<file path="config.mk">
export PLATFORM = sky130hd
export DESIGN_NAME = clk_step_ctrl
export DESIGN_NICKNAME = d
export VERILOG_FILES = /design/src/rtl/clk_ctrl_pkg.sv /design/src/rtl/btn_debounce.sv /design/src/rtl/clk_step_ctrl.sv
export SDC_FILE = /design/constraint.sdc
export NUM_CORES = 1
export LEC_CHECK = 0
export ABC_AREA = 0
export CAP_MARGIN = 20
export CORE_ASPECT_RATIO = 0.7
export CORE_MARGIN = 5
export CORE_UTILIZATION = 60
export DETAILED_ROUTE_END_ITERATION = 7
export GPL_ROUTABILITY_DRIVEN = 0
export PLACE_DENSITY_LB_ADDON = 0.3
export SETUP_SLACK_MARGIN = 0.05
export SYNTH_ARGS = -nofsm -noshare
export SYNTH_HDL_FRONTEND = slang
export SYNTH_SLANG_ARGS = --single-unit
export TNS_END_PERCENT = 1
</file>
<file path="constraint.sdc">
create_clock -name CLK -period 4 [get_ports CLK]
set_input_delay 0.6 -clock CLK [delete_from_list [all_inputs] [get_ports CLK]]
set_output_delay 0.6 -clock CLK [all_outputs]
set_load 0.02 [all_outputs]
</file>
<file path="src/rtl/clk_ctrl_pkg.sv">
`default_nettype none
// ============================================================================
// Module   : clk_ctrl_pkg
// Purpose  : Shared encodings for the clock-enable scheduler: operating mode
//            codes, FSM state enum, counter widths and the mode-to-state
//            mapping helpers used by clk_step_ctrl.
// Ports    : (package, none)
// Revision : 1.0 - initial release
// ============================================================================
package clk_ctrl_pkg;

    localparam logic [1:0] MODE_HALT  = 2'b00;
    localparam logic [1:0] MODE_RUN   = 2'b01;
    localparam logic [1:0] MODE_STEP  = 2'b10;
    localparam logic [1:0] MODE_BURST = 2'b11;

    localparam int TICK_CNT_W = 16;
    localparam int BURST_W    = 8;

    typedef enum logic [2:0] {
        S_HALT       = 3'd0,
        S_RUN        = 3'd1,
        S_STEP       = 3'd2,
        S_BURST_IDLE = 3'd3,
        S_BURST_ACT  = 3'd4
    } state_e;

    // State entered when the mode input selects a given mode.
    function automatic state_e mode_home(input logic [1:0] m);
        case (m)
            MODE_HALT: return S_HALT;
            MODE_RUN:  return S_RUN;
            MODE_STEP: return S_STEP;
            default:   return S_BURST_IDLE;
        endcase
    endfunction

    // True when state s already belongs to mode m (BURST owns two states).
    function automatic logic state_owned_by(input state_e s, input logic [1:0] m);
        if (m == MODE_BURST) begin
            return (s == S_BURST_IDLE) || (s == S_BURST_ACT);
        end
        return s == mode_home(m);
    endfunction

endpackage
`default_nettype wire

</file>
<file path="src/rtl/btn_debounce.sv">
`default_nettype none
// ============================================================================
// Module   : btn_debounce
// Purpose  : Two-flop synchronizer plus counter debouncer for a raw push
//            button, with a one-cycle pulse on the debounced rising edge.
// Ports    : clk, rst_n  - clock / async active-low reset
//            btn         - raw asynchronous button, active-high
//            level       - debounced button level
//            rise        - one-cycle pulse when level goes 0 -> 1
// Revision : 1.0 - initial release
// ============================================================================
module btn_debounce #(
    parameter int DEB_CYCLES = 1000000,
    parameter int DEB_W      = 20
) (
    input  logic clk,
    input  logic rst_n,
    input  logic btn,
    output logic level,
    output logic rise
);

    localparam logic [DEB_W-1:0] DEB_LAST = DEB_W'(DEB_CYCLES - 1);

    logic             sync1;
    logic             sync2;
    logic [DEB_W-1:0] deb_cnt;

    // deb_cnt holds the number of earlier consecutive disagreeing cycles, so
    // the level flips on the DEB_CYCLES-th disagreeing cycle.
    always_ff @(posedge clk or negedge rst_n) begin
        if (!rst_n) begin
            sync1   <= 1'b0;
            sync2   <= 1'b0;
            deb_cnt <= '0;
            level   <= 1'b0;
            rise    <= 1'b0;
        end else begin
            sync1 <= btn;
            sync2 <= sync1;
            rise  <= 1'b0;
            if (sync2 == level) begin
                deb_cnt <= '0;
            end else if (deb_cnt == DEB_LAST) begin
                deb_cnt <= '0;
                level   <= sync2;
                rise    <= sync2;
            end else begin
                deb_cnt <= deb_cnt + 1'b1;
            end
        end
    end

endmodule
`default_nettype wire

</file>
<file path="src/rtl/clk_step_ctrl.sv">
`default_nettype none
// ============================================================================
// Module   : clk_step_ctrl
// Purpose  : Clock-enable scheduler for the mini core. Issues single-cycle
//            cpu_ce pulses in HALT / RUN / STEP / BURST modes.
// Ports    : CLK, RST_N  - clock / async active-low reset
//            mode        - 00 HALT, 01 RUN, 10 STEP, 11 BURST
//            div_period  - RUN/BURST tick period minus one
//            step_btn    - raw push button
//            burst_len   - pulses per burst (latched at burst start)
//            tick_clr    - synchronous clear of tick_count
//            cpu_ce      - registered one-cycle enable to the core
//            tick_count  - wrapping count of cpu_ce pulses
//            busy        - burst in progress
//            state_o     - current FSM state for debug LEDs
// Revision : 1.0 - initial release
// ============================================================================
module clk_step_ctrl
    import clk_ctrl_pkg::*;
#(
    parameter int DIV_W      = 28,
    parameter int DEB_CYCLES = 1000000,
    parameter int DEB_W      = 20
) (
    input  logic                  CLK,
    input  logic                  RST_N,
    input  logic [1:0]            mode,
    input  logic [DIV_W-1:0]      div_period,
    input  logic                  step_btn,
    input  logic [BURST_W-1:0]    burst_len,
    input  logic                  tick_clr,
    output logic                  cpu_ce,
    output logic [TICK_CNT_W-1:0] tick_count,
    output logic                  busy,
    output logic [2:0]            state_o
);

    state_e             state, state_nxt;
    logic [DIV_W-1:0]   prescaler, presc_nxt;
    logic [BURST_W-1:0] remaining, rem_nxt;
    logic               busy_nxt;
    logic               ce_nxt;
    logic               tick;
    logic               btn_level;
    logic               btn_rise;
    logic               step_req;

    btn_debounce #(
        .DEB_CYCLES (DEB_CYCLES),
        .DEB_W      (DEB_W)
    ) u_btn_debounce (
        .clk   (CLK),
        .rst_n (RST_N),
        .btn   (step_btn),
        .level (btn_level),
        .rise  (btn_rise)
    );

    // rise is only ever asserted together with the new high level.
    assign step_req = btn_rise & btn_level;

    // ">=" rather than "==" so that lowering div_period below the current
    // count fires immediately instead of wrapping the prescaler.
    assign tick = (prescaler >= div_period);

    always_comb begin
        state_nxt = state;
        presc_nxt = '0;
        rem_nxt   = remaining;
        busy_nxt  = busy;
        ce_nxt    = 1'b0;

        if (!state_owned_by(state, mode)) begin
            // Mode change: jump to the new mode's state, abort any burst.
            state_nxt = mode_home(mode);
            busy_nxt  = 1'b0;
        end else begin
            case (state)
                S_RUN: begin
                    ce_nxt    = tick;
                    presc_nxt = tick ? '0 : prescaler + 1'b1;
                end
                S_STEP: begin
                    ce_nxt = step_req;
                end
                S_BURST_IDLE: begin
                    if (step_req && (burst_len != '0)) begin
                        rem_nxt   = burst_len;
                        busy_nxt  = 1'b1;
                        state_nxt = S_BURST_ACT;
                    end
                end
                S_BURST_ACT: begin
                    ce_nxt    = tick;
                    presc_nxt = tick ? '0 : prescaler + 1'b1;
                    if (tick) begin
                        rem_nxt = remaining - 1'b1;
                        if (remaining == BURST_W'(1)) begin
                            state_nxt = S_BURST_IDLE;
                            busy_nxt  = 1'b0;
                        end
                    end
                end
                default: begin
                end
            endcase
        end
    end

    always_ff @(posedge CLK or negedge RST_N) begin
        if (!RST_N) begin
            state     <= S_HALT;
            prescaler <= '0;
            remaining <= '0;
            busy      <= 1'b0;
            cpu_ce    <= 1'b0;
        end else begin
            state     <= state_nxt;
            prescaler <= presc_nxt;
            remaining <= rem_nxt;
            busy      <= busy_nxt;
            cpu_ce    <= ce_nxt;
        end
    end

    // Clear wins over a simultaneous pulse.
    always_ff @(posedge CLK or negedge RST_N) begin
        if (!RST_N) begin
            tick_count <= '0;
        end else if (tick_clr) begin
            tick_count <= '0;
        end else if (cpu_ce) begin
            tick_count <= tick_count + 1'b1;
        end
    end

    assign state_o = state;

endmodule
`default_nettype wire

</file>
Word level (Yosys, flattened, before mapping)
Cells that the tools add are included.
{"block": "classes", "order_cmp": 1, "div_mod_pow": 0, "n_shift": 0, "eq_ne": 17, "bitwise_logic": 2, "reduce_logical": 10, "n_mux": 29, "addsub": 4, "mul": 0}
{"operator": "$mux W28", "n": 3}
{"operator": "$mux W20", "n": 2}
{"operator": "$mux W16", "n": 2}
{"operator": "$add A28 B1 Y28 const B", "n": 1}
{"operator": "$ge A28 B28 Y1", "n": 1}
{"operator": "$add A20 B1 Y20 const B", "n": 1}
{"operator": "$eq A20 B20 Y1 const B", "n": 1}
{"operator": "$add A16 B1 Y16 const B", "n": 1}
{"operator": "$mux W8", "n": 2}
{"operator": "$pmux W8 S2", "n": 1}
{"operator": "$mux W3", "n": 5}
{"operator": "$mux W1", "n": 10}
{"operator": "$eq A8 B1 Y1 const B", "n": 1}
{"operator": "$reduce_and A4 Y1", "n": 2}
{"operator": "$reduce_bool A8 Y1", "n": 1}
{"operator": "$sub A8 B1 Y8 const B", "n": 1}
{"operator": "$eq A3 B2 Y1 const B", "n": 2}
{"operator": "$ne A3 B2 Y1 const B", "n": 2}
{"operator": "$ne A3 B3 Y1 const B", "n": 2}
{"operator": "$pmux W2 S3", "n": 1}
{"operator": "$pmux W3 S2", "n": 1}
{"operator": "$eq A2 B2 Y1 const B", "n": 2}
{"operator": "$pmux W1 S2", "n": 2}
{"operator": "$reduce_bool A2 Y1", "n": 2}
{"operator": "14 further kinds", "n": 14}
{"block": "word_totals", "ff_bits": 81, "word_cells": 74, "out_inout_bits": 21, "in_bits": 42, "mem_count": 0, "latchBits": 0, "ramBits": 0, "mem_bits_ro": 0}

Depth between registers and ports, before layout
Gate-level depths: netlist (run 1).
{"block": "depth", "word_depth": 7, "ltp_mapped": 10, "mapped_depth_nobuf": 9}

By module
Synthesis (run 1) repeated with hierarchy kept, for this count alone.
{"block": "hier_totals", "cells_unflattened": 526, "hier_area_um2": 4742.0}
{"mod": "clk_step_ctrl", "seq_area_each_um2": 1401.3, "n_inst": 1, "area_per_inst_um2": 3606.0, "cells_each": 410}
{"mod": "btn_debounce", "seq_area_each_um2": 600.6, "n_inst": 1, "area_per_inst_um2": 1136.1, "cells_each": 116}

Worst setup path before layout (run 1)
OpenSTA, ideal clock, no wires.
{"block": "synth_path", "path_kind": "input-to-reg", "startpoint": "in div_period[10]", "endpoint": "reg remaining[6]", "setup_ps": 135, "stages": 10, "n_path_buf": 1, "slack_ps": 1560, "arrival_ps": 2305, "required_time_ps": 3865, "cell_sequence": "inv_1 -> ha_1 -> and4_1 -> o21ai_1 -> or4_1 -> a31oi_1 -> nor2_1 -> buf_6 -> nor4_1 -> o22ai_1"}
{"block": "synth_between", "elab_chain_cells": 3}
{"item": "start: declaration", "line": "clk_step_ctrl.sv:28", "source": "input logic [DIV_W-1:0] div_period,"}
{"item": "$ge A28 B28 Y1", "line": "clk_step_ctrl.sv:64", "source": "assign tick = (prescaler >= div_period);"}
{"item": "$ne A2 B2 Y1 (no line)"}
{"item": "$reduce_and A4 Y1 (no line)"}
{"item": "end signal: assignment", "line": "clk_step_ctrl.sv:120", "source": "remaining <= rem_nxt;"}
{"item": "end: declaration", "line": "clk_step_ctrl.sv:40", "source": "logic [BURST_W-1:0] remaining, rem_nxt;"}
No other way between the ends.
A chain may end at the register's enable or synchronous reset.

Worst setup path after layout (run 1)
{"block": "layout_path", "startpoint": "in div_period[21]", "endpoint": "reg remaining[1]"}
Same word-level chain as after synthesis.

==> impl_results.md, run 1 <==
* Final nets at 643
* Port-buffer cells at 62
* Total Routed Length at 10,990 µm
* Worst reg2reg path depth at 9
* Capture instance of the worst register-to-register path: remaining[1]
* Detail Route Antenna Nets at 0
* Proportion of synthesized chip area in sequential cells at 42.21%
* EDFF count, synth at 0
* Number of nets produced by synthesis at 581
* Worst ir drop on vdd at 227.2 µV
* Area enclosed by the die boundary at 0.009812 mm²
* Overall die width at 116.3 µm
* Post-detailed-route wirelength per cell at 16.30 µm
* Number of levels in the clock H-tree at 3
* Post-synth top cells: 80 x dfrtp_1, 72 x nor2_1, 43 x nand2_1
* Share of total power in combinational logic at 7.4%
* Total leakage power at 2.580 nW
* Biggest fanout along the worst timing path at 12
* Number of cells in the finished layout apart from fillers at 674
* Num rows at 27
* Simple-gate share of the synthesized area at 24.40%
* Number of buffers created by CTS at 9
* Capturing element type of the critical path: register
* Endpoints failing setup at 0
* GR Layer Usage met2 at between 30% and 40%
* Number of DRC markers after the initial detailed-route iteration at approximately 300
* Worst setup SP type: input pin
* Final critical delay including setup and external delays at 3.042 ns
* Largest cells by area after synthesis: dfrtp_1 42%, ha_1 8.7%, xor2_1 7.0%
* Critical path class: input pin to register
* Most frequently used flop master after synthesis: dfrtp_1
* Height of the die at 84.39 µm
* Number of antenna violations at the first check in global routing at 0
* Post-synthesis share of cell area spent on full adders, half adders and majority gates at 8.705%
* Number of violations of the max-capacitance limit at 0
* Clk_skew at ~0.006 ns
* Met1 capacity usage during global routing at 29.68%
* Global-route wire length before repair at 17,950 µm
* Number of instances in the synthesized netlist at slightly above 500
* Achievable frequency at 328.7 MHz
* Result of the run: completed
* Fraction of registers with async set or reset after synthesis at 100.0%
* Critical Path RT at 4.26 ns
* Core area at 0.007770 mm²
* I/O pin cnt at 63
* Count of clock tree sinks at 80
* Mean instance size in the synthesized netlist at 9.374 µm²
* Clock Pin Slew Worst Setup and Hold Paths at 0.06 ns
* # hold bufs at CTS at 0
* Gr busiest metal: met2
* Clock power frac at 49.4%
* Share of the synthesized area in compound gates (AO/OA/AOI/OAI) at 8.072%
* Cell-internal power at ~1.5 mW
* Hold Worst Slack at 0.06929 ns
* Library cell with the highest instance count after synthesis: dfrtp_1
* Endpoint of the worst setup timing path: remaining[1]
* Via total after detailed routing at about 3,900
* Path type of the worst min-delay path: input pin to asynchronous set/reset pin
* Buffer count from post-CTS setup fixing at 0
* Via count of the first global-routing pass at 3,893
* Post-synth top area share at 42.21%
* Ratio of cells with drive above 1 in the final layout at around 7.2%
* Signed area change from the synthesized netlist to the final layout at 22.03%
* Pin count of the biggest net entering global routing at 81
* Post-Synthesis Cell Area at 0.004743 mm²
* Final global-route overflow total at 0
* Met3 layer usage reported by global route at around 8%
* Power density cells at 330.4 mW/mm²
* Crit path arrival time at 3.30 ns
* Sw power at 0.4169 mW
* Clock tree from TritonCTS: yes
* Launch point of the worst path: div_period[21]
* Number of hold violations in the final report at 0
* Post-synthesis sequential element count at 80
* Post-Place Cells at 657
* Worst reg-to-reg setup slack at about 1.2 ns
* Global-route total usage across every layer at a little under a quarter
* Warnings from Yosys at 0
* Final period util at 76.05%
* DRT Pass-1 Iters at 5
* Final count of pins violating max slew at 0
* XOR/XNOR Fraction of Synth Area at 11.08%
* RR Startpoint: prescaler[0]
* Root buffer selected by CTS: clkbuf_16
* Setup TNS Final at 0 ns
* HPWL after detailed placement at 7771 µm
* Starting density of the core at 61.05%
* Library cells used by synthesis at 60
* Dominant combinational cell family by area after synthesis: simple AND/OR/NAND/NOR gates
* Number of antenna cells inserted at 0
* DR vias/cell at 5.767
* Fraction of synthesized area in multiplexers at 0.6595%
* Number of DRC violations after detailed routing at 0
* RSZ-0062 raised after global routing: no
* Slew Limit Headroom at 45.91%
* Cells resized by post-CTS repair at 0
* Deepest clock path buffer count at 2
* Slew @ Worst Pin at 0.8083 ns
* Synth area leader: dfrtp_1
* Flop pwr share at 43.2%
* Clk_lat worst skew at 0.34 ns
* Switching share of power at between 20% and 30%
-- stage by stage --
stage	area [µm²]	worst slack, ns	utilization [%]	total power, mW
6_report	5788	0.9582	74.49	1.912
5_1_grt	5788	0.7875	74.49	1.978
4_1_cts	5761	1.010	74.14	1.921
3_5_place_dp	5415	0.6830	69.69	0.9794
3_3_place_gp	5415	0.8074	69.69	0.9745
2_1_floorplan	4743	1.560	-	0.9000
-- flip-flops by register name (all words and copies together) (netlist names) --
signal                  count
u_btn_debounce.sync1        1
u_btn_debounce.deb_cnt     20
state_o                     2
u_btn_debounce.rise         1
remaining                   8
busy                        1
prescaler                  28
u_btn_debounce.level        1
cpu_ce                      1
u_btn_debounce.sync2        1
tick_count                 16
-- cell families after synthesis --
family,Yosys count
and+or+nand+nor,224
DFF,80
xor gates and xnor gates,60
AOI/OAI and AO/OA,57
buffers and inverters,49
adders and majority gates,33
muxes,3
-- area by class of cell --
type | instances | area (µm²)
clock inverter | 7 | 120.1
sequential | 80 | 2002
timing repair buffer | 65 | 673.1
tap | 101 | 126.4
clock buffer | 9 | 225.2
fill | 519 | 1982
inverter | 35 | 131.4
multi-input combinational | 377 | 2510
-- worst max-delay path: stages --
cell	delay (ns)
clkdlybuf4s50_1	0.47
inv_1	0.04
ha_1	0.32
nand4_1	0.16
nor4_1	0.09
a221oi_1	0.29
nand3_1	0.16
nor2_1	0.66
o21a_4	0.29
mux2i_1	0.21
-- placed cells by master, fill, tap and decap left out, types with 3 or more instances in the layout --
cell type,count
nand3_1,29
dfrtp_1,80
o21ai_0,7
or4_1,3
xor2_1,38
inv_1,34
and2_1,4
nor2b_1,4
o21ai_1,4
bufinv_16,3
ha_1,33
and4_1,7
clkbuf_16,9
nand2_1,43
o211ai_1,3
xnor2_1,22
nand4_1,10
nor4_1,7
nor2_4,8
a21oi_1,20
nor3_1,4
and3_1,14
clkdlybuf4s50_1,61
or3_1,4
nor2_1,72
o22ai_1,3
-- power by group through the flow --
stage / registers, mW / clock network (mW) / logic, mW
final: 0.827 / 0.944 / 0.141
after floorplan: 0.842 / 0 / 0.0582
after global routing: 0.827 / 0.995 / 0.156
after CTS: 0.827 / 0.955 / 0.139
after detailed placement: 0.841 / 0 / 0.138
after global placement: 0.841 / 0 / 0.133
-- worst min-delay path by stage --
stage          slack, ns                    to  cells after the start                  from
6_report            0.07         prescaler[24]                      1                 RST_N
5_1_grt             0.06         prescaler[27]                      1                 RST_N
4_1_cts             0.35  u_btn_debounce.sync2                      0  u_btn_debounce.sync1
3_5_place_dp        0.34  u_btn_debounce.sync2                      0  u_btn_debounce.sync1
3_3_place_gp        0.35  u_btn_debounce.sync2                      0  u_btn_debounce.sync1
2_1_floorplan       0.30                  busy                      0                 RST_N
-- metal layers --
layer  up-vias  wire [µm]
li1       1847          -
met1      1863       4688
met2       163       5264
met3        14        915
met4         0        117
met5         -          0
(Power assumes the default switching activity.)
==> run 2: changes to the inputs <==
CORE_UTILIZATION = 56   (was 60)
clock period = 2.84 ns   (was 4 ns; I/O delays follow)
==> run 2 against run 1 <==
Net effect:
- non-clock buffer count is 9 higher
- critical path depth is 2 higher
- setup slack worse by 0.86 ns
- register-to-register slack worse by 0.98 ns
- combinational power is 43% higher
- count of clock-buffer cells in the layout is 3 higher
- clock skew is 0.0036 ns higher
- flip-flop and latch count stayed put
- largest cell class unchanged
- highest routed layer unchanged
==> impl_results.md, run 2 (synthesis gave the netlist of run 1 again) <==
* Via total after detailed routing at 3,816 (-1.8%)
* DR vias/cell at 5.555 (-3.7%)
* Crit path arrival time at 2.96 ns (-0.34 ns)
* Height of the die at 87 µm (+3.1%)
* Clock Pin Slew Worst Setup and Hold Paths at 0.06 ns (about the same)
* Clock tree from TritonCTS: yes
* Number of flip-flops under the largest register name at 28 (unchanged)
* Hold Worst Slack at 0.3497 ns (+0.2804 ns)
* Starting density of the core at 56.65% (-4.4 points)
* Number of filler instances in the final layout at 622 (+20%)
* Pin count of the biggest net entering global routing at 81 (unchanged)
* Area of combinational cells with multiple inputs at 0.002532 mm² (+0.90%)
* Achievable frequency at 364.8 MHz
* Biggest fanout along the worst timing path at 9 (-3)
* Area enclosed by the die boundary at 0.01044 mm² (+6.4%)
* Signed area change from the synthesized netlist to the final layout at 23.29%
* Global-route wire length before repair at 17,080 µm (-4.8%)
* Capturing element type of the critical path: register
* I/O pin cnt at 63 (unchanged)
* Number of antenna violations at the first check in global routing at 0 (unchanged)
* Critical Path RT at 3.06 ns (-1.20 ns)
* Final period util at 96.51%
* Post-route setup slack at 0.09904 ns (-0.8591 ns)
* DRT Pass-1 Iters at 4 (-1)
* HPWL after detailed placement at 7380 µm (-5.0%)
* Final global-route overflow total at 0 (unchanged)
* Leading cell type in the layout, fill and taps excluded: dfrtp_1
* Detail Route Antenna Nets at 0 (unchanged)
* Root buffer selected by CTS: clkbuf_16
* Slew Limit Headroom at 60.55% (+15 points)
* Via count of the first global-routing pass at 3,684 (-5.4%)
* Power density cells at 435.6 mW/mm² (+32%)
* Count of clock tree sinks at 80 (unchanged)
* Slew @ Worst Pin at 0.5904 ns (-0.2180 ns)
* RSZ-0062 raised after global routing: yes
* Worst ir drop on vdd at 363.9 µV (+60%)
* Number of DRC markers after the initial detailed-route iteration at 262 (-15%)
* Result of the run: completed
* Buffer count from post-CTS setup fixing at 0 (unchanged)
* Global-route total usage across every layer at 20.43% (-2.4 points)
* Total area of sequential cells at 0.002002 mm² (unchanged)
* Worst setup SP type: input pin
* Number of DRC violations after detailed routing at 0 (unchanged)
* Clk_lat worst skew at 0.34 ns (about the same)
* Total Routed Length at 10,180 µm (-7.3%)
* Highest-count cells in the layout ignoring fill and taps: 80 x dfrtp_1, 71 x nor2_1, 61 x clkdlybuf4s50_1
* Deepest clock path buffer count at 2 (unchanged)
* Number of cells in the finished layout apart from fillers at 687 (+1.9%)
* Number of violations of the max-capacitance limit at 0 (unchanged)
* Final standard cell area without fillers at 0.005848 mm² (+1.0%)
* Number of levels in the clock H-tree at 3 (unchanged)
* Number of antenna cells inserted at 0 (unchanged)
* Ratio of cells with drive above 1 in the final layout at 8.935% (+1.8 points)
* Num rows at 28 (+3.7%)
* Critical path class: input pin to register
* Clk_skew at 0.009666 ns (+0.003604 ns)
* Port-buffer cells at 62 (unchanged)
* Final nets at 652 (+1.4%)
* Core area at 0.008373 mm² (+7.8%)
* Placed Area at 0.005480 mm² (+1.2%)
* Endpoints failing setup at 0 (unchanged)
* Final Core Density at 69.84% (-4.6 points)
* Post-detailed-route wirelength per cell at 14.82 µm (-9.1%)
* Final count of pins violating max slew at 0 (unchanged)
* Number of buffers created by CTS at 9 (unchanged)
* Number of hold violations in the final report at 0 (unchanged)
* Total leakage power at 2.607 nW (+1.0%)
* Leading registers by flop count: prescaler x28, u_btn_debounce.deb_cnt x20, tick_count x16
* Post-Place Cells at 669 (+1.8%)
* Path type of the worst min-delay path: register to register
* Top register by number of flip-flops: prescaler
* Final critical delay including setup and external delays at 2.741 ns
* Overall die width at 120 µm (+3.2%)
* Place WS at -0.3204 ns (-1.003 ns)
[run 2: cell types whose count changed in the layout (fill, tap and decap cells not counted), moves of 2 or more]
cell,previous run,this run
buf_4,2,10
bufinv_16,3,1
clkbuf_8,0,2
clkinv_4,2,0
[run 2: timing repair]
| action | CTS | global route |
|---|---|---|
| gates resized for setup | 1 | 3 |
| hold buffers | 0 | 1 |
| pin swaps | 0 | 1 |
| endpoints found under the hold margin | 0 | 5 |
| setup endpoints to repair | 1 | 8 |
[run 2: metal layers]
metal,share of wire (%),GRT usage [%],vias to the layer above
met4,1.2,5.821,0
li1,-,-,1881
met2,46,31.50,115
met3,6.2,6.948,12
met1,47,27.69,1808
met5,0,0,-
[run 2: through the flow]
step / power (mW) / TNS, ns
after floorplan: 1.268 / 0
after global placement: 1.374 / -0.7980
after detailed placement: 1.381 / -1.588
after CTS: 2.562 / 0
after global routing: 2.643 / -0.009698
final: 2.548 / 0
[run 2: where the power goes]
part / leakage (nW) / internal (mW) / switching (mW) / total, mW
combinational: 1.36 / 0.0993 / 0.102 / 0.201
clock: 0.149 / 0.730 / 0.451 / 1.18
sequential: 1.10 / 1.15 / 0.0145 / 1.17
[run 2: path summary, 6_finish.rpt]
check	slack, ns	cells after the start	start	end
min in group asynchronous	0.44	2	RST_N	prescaler[27]
min reg2reg	0.35	0	u_btn_debounce.sync1	u_btn_debounce.sync2
max	0.1	12	div_period[9]	remaining[5]
min	0.35	0	u_btn_debounce.sync1	u_btn_debounce.sync2
max in group asynchronous	1.81	3	RST_N	u_btn_debounce.deb_cnt[1]
max reg2reg	0.21	11	prescaler[0]	remaining[5]
[run 2: layout make-up]
| type | instances | area share, % |
|---|---|---|
| multi-input combinational | 377 | 43.30 |
| sequential | 80 | 34.23 |
| timing repair buffer | 74 | 12.71 |
| clock buffer | 12 | 4.386 |
| inverter | 35 | 2.246 |
| tap | 105 | 2.246 |
| clock inverter | 4 | 0.8772 |
[run 2: critical path: stages]
cell             delay [ns]
clkdlybuf4s50_1        0.47
inv_1                  0.04
ha_1                   0.28
and4_1                 0.21
o21ai_1                0.06
or4_1                  0.41
a31oi_2                0.25
nor2_2                 0.13
buf_4                  0.16
buf_4                  0.13
o311ai_1               0.28
o21ai_1                0.10
==> run 3: changes to the inputs <==
SYNTH_HIERARCHICAL = 1   (was default)
==> run 3 against run 2 <==
Net effect:
- utilization grew 2.1 points
- flip-flop and latch count did not move
- largest power group unchanged
- worst hold slack gained 0.028 ns
- clock skew barely moved
- clock power about the same
==> impl_results.md, run 3 <==
* Signed area change from the synthesized netlist to the final layout at 26.46%
* RR Startpoint: prescaler[23]
* Total Routed Length at 11,190 µm (+10%)
* Endpoints failing setup at 0 (unchanged)
* Largest cells by area after synthesis: dfrtp_1 42%, ha_1 8.7%, xor2_1 6.5%
* Top register by number of flip-flops: prescaler
* EDFF count, synth at 0 (unchanged)
* Leading registers by flop count: prescaler x28, u_btn_debounce/deb_cnt x20, tick_count x16
* Power density cells at 434.4 mW/mm² (-0.28%)
* Capture instance of the worst register-to-register path: remaining[6]
* Library cells used by synthesis at 58 (-3.3%)
* Number of flip-flops under the largest register name at 28 (unchanged)
* Critical path class: input pin to register
* Warnings from Yosys at 6 (+6)
* Path type of the worst min-delay path: register to register
* Number of violations of the max-capacitance limit at 0 (unchanged)
* Port-buffer cells at 62 (unchanged)
* Num rows at 28 (unchanged)
* Synth area leader: dfrtp_1
* Clk_lat worst skew at 0.34 ns (about the same)
* Core area at 0.008338 mm² (-0.42%)
* Leading cell type in the layout, fill and taps excluded: dfrtp_1
* Achievable frequency at 361.6 MHz (-0.89%)
* Worst reg2reg path depth at 8 (-3)
* Post-synth top cells: 80 x dfrtp_1, 76 x nor2_1, 43 x inv_1
* I/O pin cnt at 63 (unchanged)
* Critical Path RT at 3.06 ns (about the same)
* Clock Pin Slew Worst Setup and Hold Paths at 0.07 ns (about the same)
* Ratio of cells with drive above 1 in the final layout at 9.656% (+0.72 points)
* Number of instances in the synthesized netlist at 526 (+4.0%)
* Clk_skew at 0.009974 ns (+0.0003078 ns)
* Endpoint of the worst setup timing path: remaining[6]
* Via count of the first global-routing pass at 3,991 (+8.3%)
* Library cell with the highest instance count after synthesis: dfrtp_1
* HPWL after detailed placement at 7900 µm (+7.1%)
* Starting density of the core at 56.87% (+0.22 points)
* Crit path arrival time at 2.99 ns (+0.03 ns)
* Capturing element type of the critical path: register
* Global-route wire length before repair at 18,530 µm (+8.4%)
* Number of nets produced by synthesis at 601 (+3.4%)
* Number of antenna violations at the first check in global routing at 0 (unchanged)
* Final period util at 97.38% (+0.87 points)
* Slew Limit Headroom at 51.40% (-9.1 points)
* Biggest fanout along the worst timing path at 6 (-3)
* Via total after detailed routing at 4,112 (+7.8%)
* Post-synthesis sequential element count at 80 (unchanged)
* Number of hold violations in the final report at 0 (unchanged)
* Result of the run: completed
* Post-detailed-route wirelength per cell at 15.63 µm (+5.5%)
* Number of antenna cells inserted at 0 (unchanged)
* Final count of pins violating max slew at 0 (unchanged)
* Number of DRC markers after the initial detailed-route iteration at 363 (+39%)
* DR vias/cell at 5.743 (+3.4%)
* Post-synth top area share at 42.22% (about the same)
* Launch point of the worst path: div_period[27]
* Slew @ Worst Pin at 0.7286 ns (+0.1383 ns)
* Final global-route overflow total at 0 (unchanged)
* Final critical delay including setup and external delays at 2.766 ns (+0.02465 ns)
* DRT Pass-1 Iters at 4 (unchanged)
* Post-Synthesis Cell Area at 0.004742 mm² (about the same)
* Worst reg-to-reg setup slack at 0.24 ns (+0.03 ns)
* Number of DRC violations after detailed routing at 0 (unchanged)
* Proportion of synthesized chip area in sequential cells at 42.22% (about the same)
* Total leakage power at 2.585 nW (-0.84%)
* Overall die width at 120.0 µm (about the same)
* Area enclosed by the die boundary at 0.01044 mm² (about the same)
* Clock tree from TritonCTS: yes
* Worst ir drop on vdd at 280.2 µV (-23%)
* Height of the die at 86.99 µm (about the same)
* Pin count of the biggest net entering global routing at 81 (unchanged)
* Number of levels in the clock H-tree at 3 (unchanged)
* Global-route total usage across every layer at 22.06% (+1.6 points)
* Deepest clock path buffer count at 2 (unchanged)
* Highest-count cells in the layout ignoring fill and taps: 80 x dfrtp_1, 76 x nor2_1, 61 x clkdlybuf4s50_1
* Count of clock tree sinks at 80 (unchanged)
* Number of buffers created by CTS at 9 (unchanged)
* Final Core Density at 71.92% (+2.1 points)
* Root buffer selected by CTS: clkbuf_16
* RSZ-0062 raised after global routing: yes
* Most frequently used flop master after synthesis: dfrtp_1
* Power Total at 2.605 mW (+2.3%)
* Final nets at 681 (+4.4%)
* Fraction of registers with async set or reset after synthesis at 100.0% (unchanged)
* Detail Route Antenna Nets at 0 (unchanged)
* Mean instance size in the synthesized netlist at 9.015 µm² (-3.8%)
* Worst setup SP type: input pin
[run 3: cell count changes after synthesis, sizes merged, moves of 7 or more]
cell   before  now
inv        35   43
a21oi      21   28
xnor2      22   15
nand2      43   32
or3         5   14
o21ai      12   19
[run 3: per-layer routing]
| layer | up-vias | part of all wire, % | track usage [%] |
|---|---|---|---|
| met2 | 94 | 48 | 35.37 |
| met3 | 23 | 5.0 | 5.390 |
| li1 | 1995 | - | - |
| met1 | 2000 | 45 | 29.47 |
| met5 | - | 0 | 0 |
| met4 | 0 | 2.3 | 7.900 |
[run 3: worst max-delay path: stages]
cell,delay (ns)
clkdlybuf4s50_1,0.49
inv_2,0.06
ha_4,0.26
and4_4,0.23
nand2_2,0.06
or4_4,0.43
o32ai_4,0.36
or2_4,0.23
a31oi_1,0.08
or3_1,0.36
[run 3: worst min path at each step]
stage,from,to,depth (start not counted),slack (ns)
after CTS,RST_N,prescaler[0],1,0.30
after global routing,u_btn_debounce/sync1,u_btn_debounce/sync2,0,0.40
after global placement,u_btn_debounce/sync1,u_btn_debounce/sync2,0,0.36
final,u_btn_debounce/sync1,u_btn_debounce/sync2,0,0.38
after detailed placement,u_btn_debounce/sync1,u_btn_debounce/sync2,0,0.37
after floorplan,RST_N,busy,0,0.13
[run 3: final cells by class]
class / instances / area, µm²
Multi-Input combinational cell: 387 / 2567
Timing Repair Buffer: 85 / 825.8
Clock inverter: 7 / 83.83
Clock buffer: 9 / 225.2
Sequential cell: 80 / 2002
Inverter: 43 / 161.4
Tap cell: 105 / 131.4
Fill cell: 638 / 2341
[run 3: what timing repair did]
action / 4_1_cts / 5_1_grt
setup endpoints to repair: 2 / 7
buffers inserted: 0 / 2
resized for setup: 1 / 9
hold buffers: 0 / 1
endpoints found under the hold margin: 0 / 6
pin swaps: 0 / 8
[run 3: per-stage QoR]
stage	instance area [µm²]	TNS (ns)	hold WS (ns)	setup slack, ns	instances
after floorplan	4742	0	0.1304	0.3069	526
after global placement	5573	-2.650	0.3639	-0.2869	696
after detailed placement	5573	-5.532	0.3719	-0.3975	696
after CTS	5884	0	0.2989	0.08430	712
after global routing	5997	-0.01073	0.3974	-0.008856	716
final	5997	0	0.3773	0.07439	716
[run 3: kinds of logic (layout without fill, tap and decap cells)]
family	Yosys count	count (layout)	synth area share (%)
and+or+nand+nor	221	221	23.43
AOI/OAI and AO/OA	81	81	11.00
DFF	80	80	42.22
buffers and inverters	59	144	4.960
xor gates and xnor gates	50	50	9.235
adders and majority gates	33	33	8.707
muxes	2	2	0.4485
[run 3: report_power, final]
part	leakage, nW	switching, mW	internal, mW
combinational	1.35	0.111	0.109
sequential	1.09	0.0278	1.16
clock	0.149	0.503	0.698
